<file path="src/rtl/alu_issue.sv">
// alu_issue: decode/issue stage in front of the 9-bit CPU ALU.
// Accepts instruction words over valid/ready and assembles two-word
// load-immediates. Each issue is held in registers for one issue slot.
// The stage also owns the architectural carry and zero flags.
module alu_issue (
    input  logic       CLK,
    input  logic       reset,
    input  logic       instr_valid,
    input  logic [8:0] instr,
    output logic       instr_ready,
    input  logic       stall,
    input  logic       alu_co,
    input  logic       alu_z,
    output logic       issue_valid,
    output logic [2:0] alu_op,
    output logic       alu_rsh,
    output logic       alu_ci,
    output logic [2:0] ra_addr,
    output logic [2:0] rb_addr,
    output logic       b_imm,
    output logic [7:0] imm,
    output logic       wr_en,
    output logic [2:0] wr_addr,
    output logic       mem_wr,
    output logic       mem_rd,
    output logic       c_flag,
    output logic       z_flag,
    output logic       halted
);

    // Opcode encoding shared with the ALU
    localparam logic [2:0] K_AND  = 3'd0;
    localparam logic [2:0] K_ADD  = 3'd1;
    localparam logic [2:0] K_XOR  = 3'd2;
    localparam logic [2:0] K_LSH  = 3'd3;
    localparam logic [2:0] K_STR  = 3'd4;
    localparam logic [2:0] K_LDM  = 3'd5;
    localparam logic [2:0] K_LDI  = 3'd6;
    localparam logic [2:0] K_HALT = 3'd7;

    // Sequencer states
    localparam logic [1:0] ST_RUN  = 2'd0;
    localparam logic [1:0] ST_IMM  = 2'd1;
    localparam logic [1:0] ST_HALT = 2'd2;

    logic [1:0] state_r;
    logic [1:0] state_next_s;
    logic [2:0] ldi_rd_r;
    logic [2:0] ldi_rd_next_s;

    logic       accept_s;
    logic       retire_s;
    logic [2:0] op_s;
    logic [2:0] rd_s;
    logic [2:0] rs_s;

    logic       d_issue_s;
    logic [2:0] d_op_s;
    logic       d_rsh_s;
    logic [2:0] d_ra_s;
    logic [2:0] d_rb_s;
    logic       d_b_imm_s;
    logic [7:0] d_imm_s;
    logic       d_wr_en_s;
    logic [2:0] d_wr_addr_s;
    logic       d_mem_wr_s;
    logic       d_mem_rd_s;

    assign op_s        = instr[8:6];
    assign rd_s        = instr[5:3];
    assign rs_s        = instr[2:0];
    assign instr_ready = !halted && (!issue_valid || !stall);
    assign accept_s    = instr_valid && instr_ready;
    assign retire_s    = issue_valid && !stall;

    // Carry-in tracks the live carry flag so an ADD issued right after an
    // ADD retires sees the freshly updated carry.
    assign alu_ci = (alu_op == K_ADD) ? c_flag : 1'b0;

    // Decode the accepted word into next-issue fields and next state
    always_comb begin
        state_next_s  = state_r;
        ldi_rd_next_s = ldi_rd_r;
        d_issue_s     = 1'b0;
        d_op_s        = 3'd0;
        d_rsh_s       = 1'b0;
        d_ra_s        = 3'd0;
        d_rb_s        = 3'd0;
        d_b_imm_s     = 1'b0;
        d_imm_s       = 8'd0;
        d_wr_en_s     = 1'b0;
        d_wr_addr_s   = 3'd0;
        d_mem_wr_s    = 1'b0;
        d_mem_rd_s    = 1'b0;
        if (accept_s) begin
            case (state_r)
                ST_RUN: begin
                    d_op_s = op_s;
                    case (op_s)
                        K_AND, K_ADD, K_XOR: begin
                            d_issue_s   = 1'b1;
                            d_ra_s      = rd_s;
                            d_rb_s      = rs_s;
                            d_wr_en_s   = 1'b1;
                            d_wr_addr_s = rd_s;
                        end
                        K_LSH: begin
                            d_issue_s   = 1'b1;
                            d_ra_s      = rd_s;
                            d_rsh_s     = instr[2];
                            d_imm_s     = {6'd0, instr[1:0]} + 8'd1;
                            d_b_imm_s   = 1'b1;
                            d_wr_en_s   = 1'b1;
                            d_wr_addr_s = rd_s;
                        end
                        K_STR: begin
                            d_issue_s  = 1'b1;
                            d_ra_s     = rd_s;
                            d_rb_s     = rs_s;
                            d_mem_wr_s = 1'b1;
                        end
                        K_LDM: begin
                            d_issue_s   = 1'b1;
                            d_rb_s      = rs_s;
                            d_mem_rd_s  = 1'b1;
                            d_wr_en_s   = 1'b1;
                            d_wr_addr_s = rd_s;
                        end
                        K_LDI: begin
                            ldi_rd_next_s = rd_s;
                            state_next_s  = ST_IMM;
                        end
                        K_HALT: begin
                            state_next_s = ST_HALT;
                        end
                        default: begin
                            state_next_s = ST_RUN;
                        end
                    endcase
                end
                ST_IMM: begin
                    // Second word is pure immediate data; bit 8 is ignored
                    d_issue_s    = 1'b1;
                    d_op_s       = K_LDI;
                    d_imm_s      = instr[7:0];
                    d_b_imm_s    = 1'b1;
                    d_wr_en_s    = 1'b1;
                    d_wr_addr_s  = ldi_rd_r;
                    state_next_s = ST_RUN;
                end
                ST_HALT: begin
                    state_next_s = ST_HALT;
                end
                default: begin
                    state_next_s = ST_RUN;
                end
            endcase
        end else begin
            state_next_s = state_r;
        end
    end

    // Sequencer state, captured LDI destination and sticky halt
    always_ff @(posedge CLK) begin
        if (reset) begin
            state_r  <= ST_RUN;
            ldi_rd_r <= 3'd0;
            halted   <= 1'b0;
        end else begin
            state_r  <= state_next_s;
            ldi_rd_r <= ldi_rd_next_s;
            halted   <= halted || (state_next_s == ST_HALT);
        end
    end

    // Issue slot: load on a decoding accept, drop valid on a bare retire
    always_ff @(posedge CLK) begin
        if (reset) begin
            issue_valid <= 1'b0;
            alu_op      <= 3'd0;
            alu_rsh     <= 1'b0;
            ra_addr     <= 3'd0;
            rb_addr     <= 3'd0;
            b_imm       <= 1'b0;
            imm         <= 8'd0;
            wr_en       <= 1'b0;
            wr_addr     <= 3'd0;
            mem_wr      <= 1'b0;
            mem_rd      <= 1'b0;
        end else if (d_issue_s) begin
            issue_valid <= 1'b1;
            alu_op      <= d_op_s;
            alu_rsh     <= d_rsh_s;
            ra_addr     <= d_ra_s;
            rb_addr     <= d_rb_s;
            b_imm       <= d_b_imm_s;
            imm         <= d_imm_s;
            wr_en       <= d_wr_en_s;
            wr_addr     <= d_wr_addr_s;
            mem_wr      <= d_mem_wr_s;
            mem_rd      <= d_mem_rd_s;
        end else if (retire_s) begin
            issue_valid <= 1'b0;
        end
    end

    // Architectural flags, updated exactly once when an issue retires
    always_ff @(posedge CLK) begin
        if (reset) begin
            c_flag <= 1'b0;
            z_flag <= 1'b0;
        end else if (retire_s) begin
            case (alu_op)
                K_ADD: begin
                    c_flag <= alu_co;
                    z_flag <= alu_z;
                end
                K_AND, K_XOR: begin
                    c_flag <= 1'b0;
                    z_flag <= alu_z;
                end
                K_LSH: begin
                    z_flag <= alu_z;
                end
                default: begin
                    c_flag <= c_flag;
                    z_flag <= z_flag;
                end
            endcase
        end
    end

endmodule

</file>
<file path="config.mk">
export PLATFORM = sky130hd
export DESIGN_NAME = alu_issue
export DESIGN_NICKNAME = d
export VERILOG_FILES = /design/src/rtl/alu_issue.sv
export SDC_FILE = /design/constraint.sdc
export NUM_CORES = 1
export LEC_CHECK = 0
export ABC_AREA = 0
export BUFFER_PORTS_ARGS = -buffer_cell sky130_fd_sc_hd__buf_2
export CORE_UTILIZATION = 35
export DETAILED_ROUTE_END_ITERATION = 12
export GPL_TIMING_DRIVEN = 0
export PLACE_DENSITY = 0.6
export SYNTH_ARGS = -nofsm -noshare
export SYNTH_HDL_FRONTEND = slang
export SYNTH_SLANG_ARGS = --single-unit
</file>
<file path="constraint.sdc">
create_clock -name CLK -period 1.9 [get_ports CLK]
set_clock_uncertainty 0.1 [all_clocks]
set_input_delay 0.19 -clock CLK [delete_from_list [all_inputs] [get_ports CLK]]
set_output_delay 0.19 -clock CLK [all_outputs]
set_load 0.005 [all_outputs]
</file>
==> impl_metrics.env <==
export IMPL_area_growth_pct=24.1
export IMPL_synth_fp_nets=174
export IMPL_slew_headroom_pct=64.0
export IMPL_die_x_um=67.3
export IMPL_routabilityCongestion=0.824
export IMPL_path_clk_slew_ps=60
export IMPL_numCtsBuffers=5
export IMPL_hold_buffers=0
export IMPL_totalWireLength_um=3680
export IMPL_dieArea_mm2=0.00453
export IMPL_dp_hpwl_um=2670
export IMPL_hold_class="in2reg"
export IMPL_drv_cap=0
export IMPL_routedWlPerCell_um=14.2
export IMPL_synth_top_area_cell="dfxtp_1"
export IMPL_p_comb_share_pct=16.6
export IMPL_ys_warn_count=0
export IMPL_synth_distinct_cells=45
export IMPL_synth_edf_count=0
export IMPL_fin_ws_ps=377
export IMPL_layout_common_cells="45 x buf_2, 34 x dfxtp_1, 20 x nor2_1"
export IMPL_setup_violations_final=0
export IMPL_criticalPathCategory="reg2reg"
export IMPL_period_share_pct=80.1
export IMPL_die_height_um=67.3
export IMPL_avgSynthCellArea_um2=9.44
export IMPL_end_kind="register"
export IMPL_swShare_pct=27.1
export IMPL_ant_nets=0
export IMPL_start_kind="register"
export IMPL_p_leak_nw=0.825
export IMPL_placed_area_mm2=0.00177
export IMPL_cts_sinks=34
export IMPL_worst_slew_pin_slew_ps=540
export IMPL_design_core_area_mm2=0.00406
export IMPL_fin_area_mm2=0.00185
export IMPL_drt_initial_drc_count=56
export IMPL_vias=1304
export IMPL_pin_count=46
export IMPL_antenna_found_initial=0
export IMPL_place_ws_ps=387
export IMPL_final_max_slew_viol_count=0
export IMPL_fin_util_pct=45.6
export IMPL_path_max_fanout=10
export IMPL_antenna_cells=0
export IMPL_start_util_pct=36.8
export IMPL_ys_seq_area_share_pct=45.6
export IMPL_outcome="completed"
export IMPL_grt_pass1_wl_um=5860
export IMPL_first_global_vias=1182
export IMPL_setup_tns_ps=0
export IMPL_post_cts_repair_setup_buffers=0
export IMPL_power_switching_uw=415
export IMPL_seqPwrFrac_pct=50.8
export IMPL_final_nets=225
export IMPL_rows=23
export IMPL_clk_insertion_delay_late_ps=280
export IMPL_synth_area_leaders="dfxtp_1 46%, nor2_1 5.0%, nand2_1 3.5%"
export IMPL_io_buffers=44
export IMPL_postCtsResizedCells=0
export IMPL_finalWorstPathRequiredPeriod_ps=1520
export IMPL_viasPerCell=5.03
export IMPL_grt_max_degree=11
export IMPL_drive_gt1_share_pct=34.0
export IMPL_async_flop_share_pct=0
export IMPL_report_final_hold_viol_count=0
export IMPL_cts_tree="yes"
export IMPL_grt_util_all_layers_pct=17.9
export IMPL_ctsHtreeMaxLevel=2
export IMPL_syn_area_mm2=0.00149
export IMPL_first_pass_iters=4
export IMPL_rsz0062_at_grt="false"
export IMPL_holdWs_ps=41.0
export IMPL_intPower_mw=1.12
export IMPL_crit_required_ps=1950
export IMPL_fillCellCount=436
export IMPL_ys_ff_latch=34
export IMPL_fmax_ghz=0.657
export IMPL_final_common_cell="buf_2"
export IMPL_clk_path_buf_depth=2
export IMPL_critPathArrivalTime_ps=1570
export IMPL_p_per_area_mw_per_mm2=828
export IMPL_vdd_drop_max_mv=0.416
export IMPL_ctsRootBufferMaster="clkbuf_8"
export IMPL_overflow=0
export IMPL_syn_instance_count=158
export IMPL_p_clk_share_pct=32.7
export IMPL_yosys_most_used_dff="dfxtp_1"
export IMPL_route_detailed_drc=0
export IMPL_synth_top_area_share_pct=45.6
[power groups by stage]
stage,clock [mW],sequential (mW),combinational [mW]
2_1_floorplan,0,0.795,0.155
4_1_cts,0.509,0.778,0.256
6_report,0.501,0.778,0.254
3_3_place_gp,0,0.794,0.255
3_5_place_dp,0,0.794,0.255
5_1_grt,0.540,0.783,0.283
[cell usage after synthesis, drive strengths merged (3+ instances only)]
cell    instances
a21oi          11
nor2           21
or3             3
a22oi           4
nand3           5
inv             3
clkbuf          4
o21ai           3
nor3           12
a221oi          4
dfxtp          34
buf             5
nand2b          4
mux2i           5
a22o            3
nand2          14
[flip-flops by register name (all words and copies together) (netlist names), 2 cells and up]
register / cells
ldi_rd_r: 3
ra_addr: 3
wr_addr: 3
alu_op: 3
state_r: 2
imm: 8
rb_addr: 3
[path summary, 6_finish.rpt]
check                             endpoint  slack (ps)   startpoint  cells after the start
worst max-delay path            wr_addr[0]         380  issue_valid                      5
worst min-delay path                z_flag          40        alu_z                      3
worst max register to register  wr_addr[0]         380  issue_valid                      5
worst min register to register      mem_rd         350       mem_rd                      2
[per-stage QoR]
step           total power, mW  std cells
2_1_floorplan            0.950        158
3_3_place_gp              1.05        252
3_5_place_dp              1.05        252
4_1_cts                   1.54        259
5_1_grt                   1.61        259
6_report                  1.53        259
[layer usage]
layer	track usage (%)	wire length [um]	part of all wire, %	vias up
li1	-	-	-	672
met1	23.8	1830	50	600
met2	26.3	1630	44	26
met3	5.57	160	4.4	6
met4	8.24	55	1.5	0
met5	0	0	0	-
[cells by family (layout without fill, tap and decap cells)]
group,Yosys count,in the layout,synth area share [%]
and+or+nand+nor,69,69,24.7
adders and majority gates,1,1,0.839
muxes,5,5,3.36
DFF,34,34,45.6
buffers and inverters,12,63,5.96
AOI/OAI and AO/OA,37,37,19.5
[worst max-delay path, stage by stage (launching register included)]
cell       delay, ps
dfxtp_1          330
nand2_1          240
o2111ai_2        190
buf_6            180
a221oi_1         280
nor3_2            80
[final cells by class]
cell class	count	area (um^2)	area share, %
flip-flops and latches	34	681	36.8
plain buffers	9	77.6	4.19
multi-input cells	112	722	39.0
well taps	50	62.6	3.38
repair buffers	44	220	11.9
clock buffers	7	76.3	4.12
inverters	3	11.3	0.609
(Power assumes the default switching activity.)
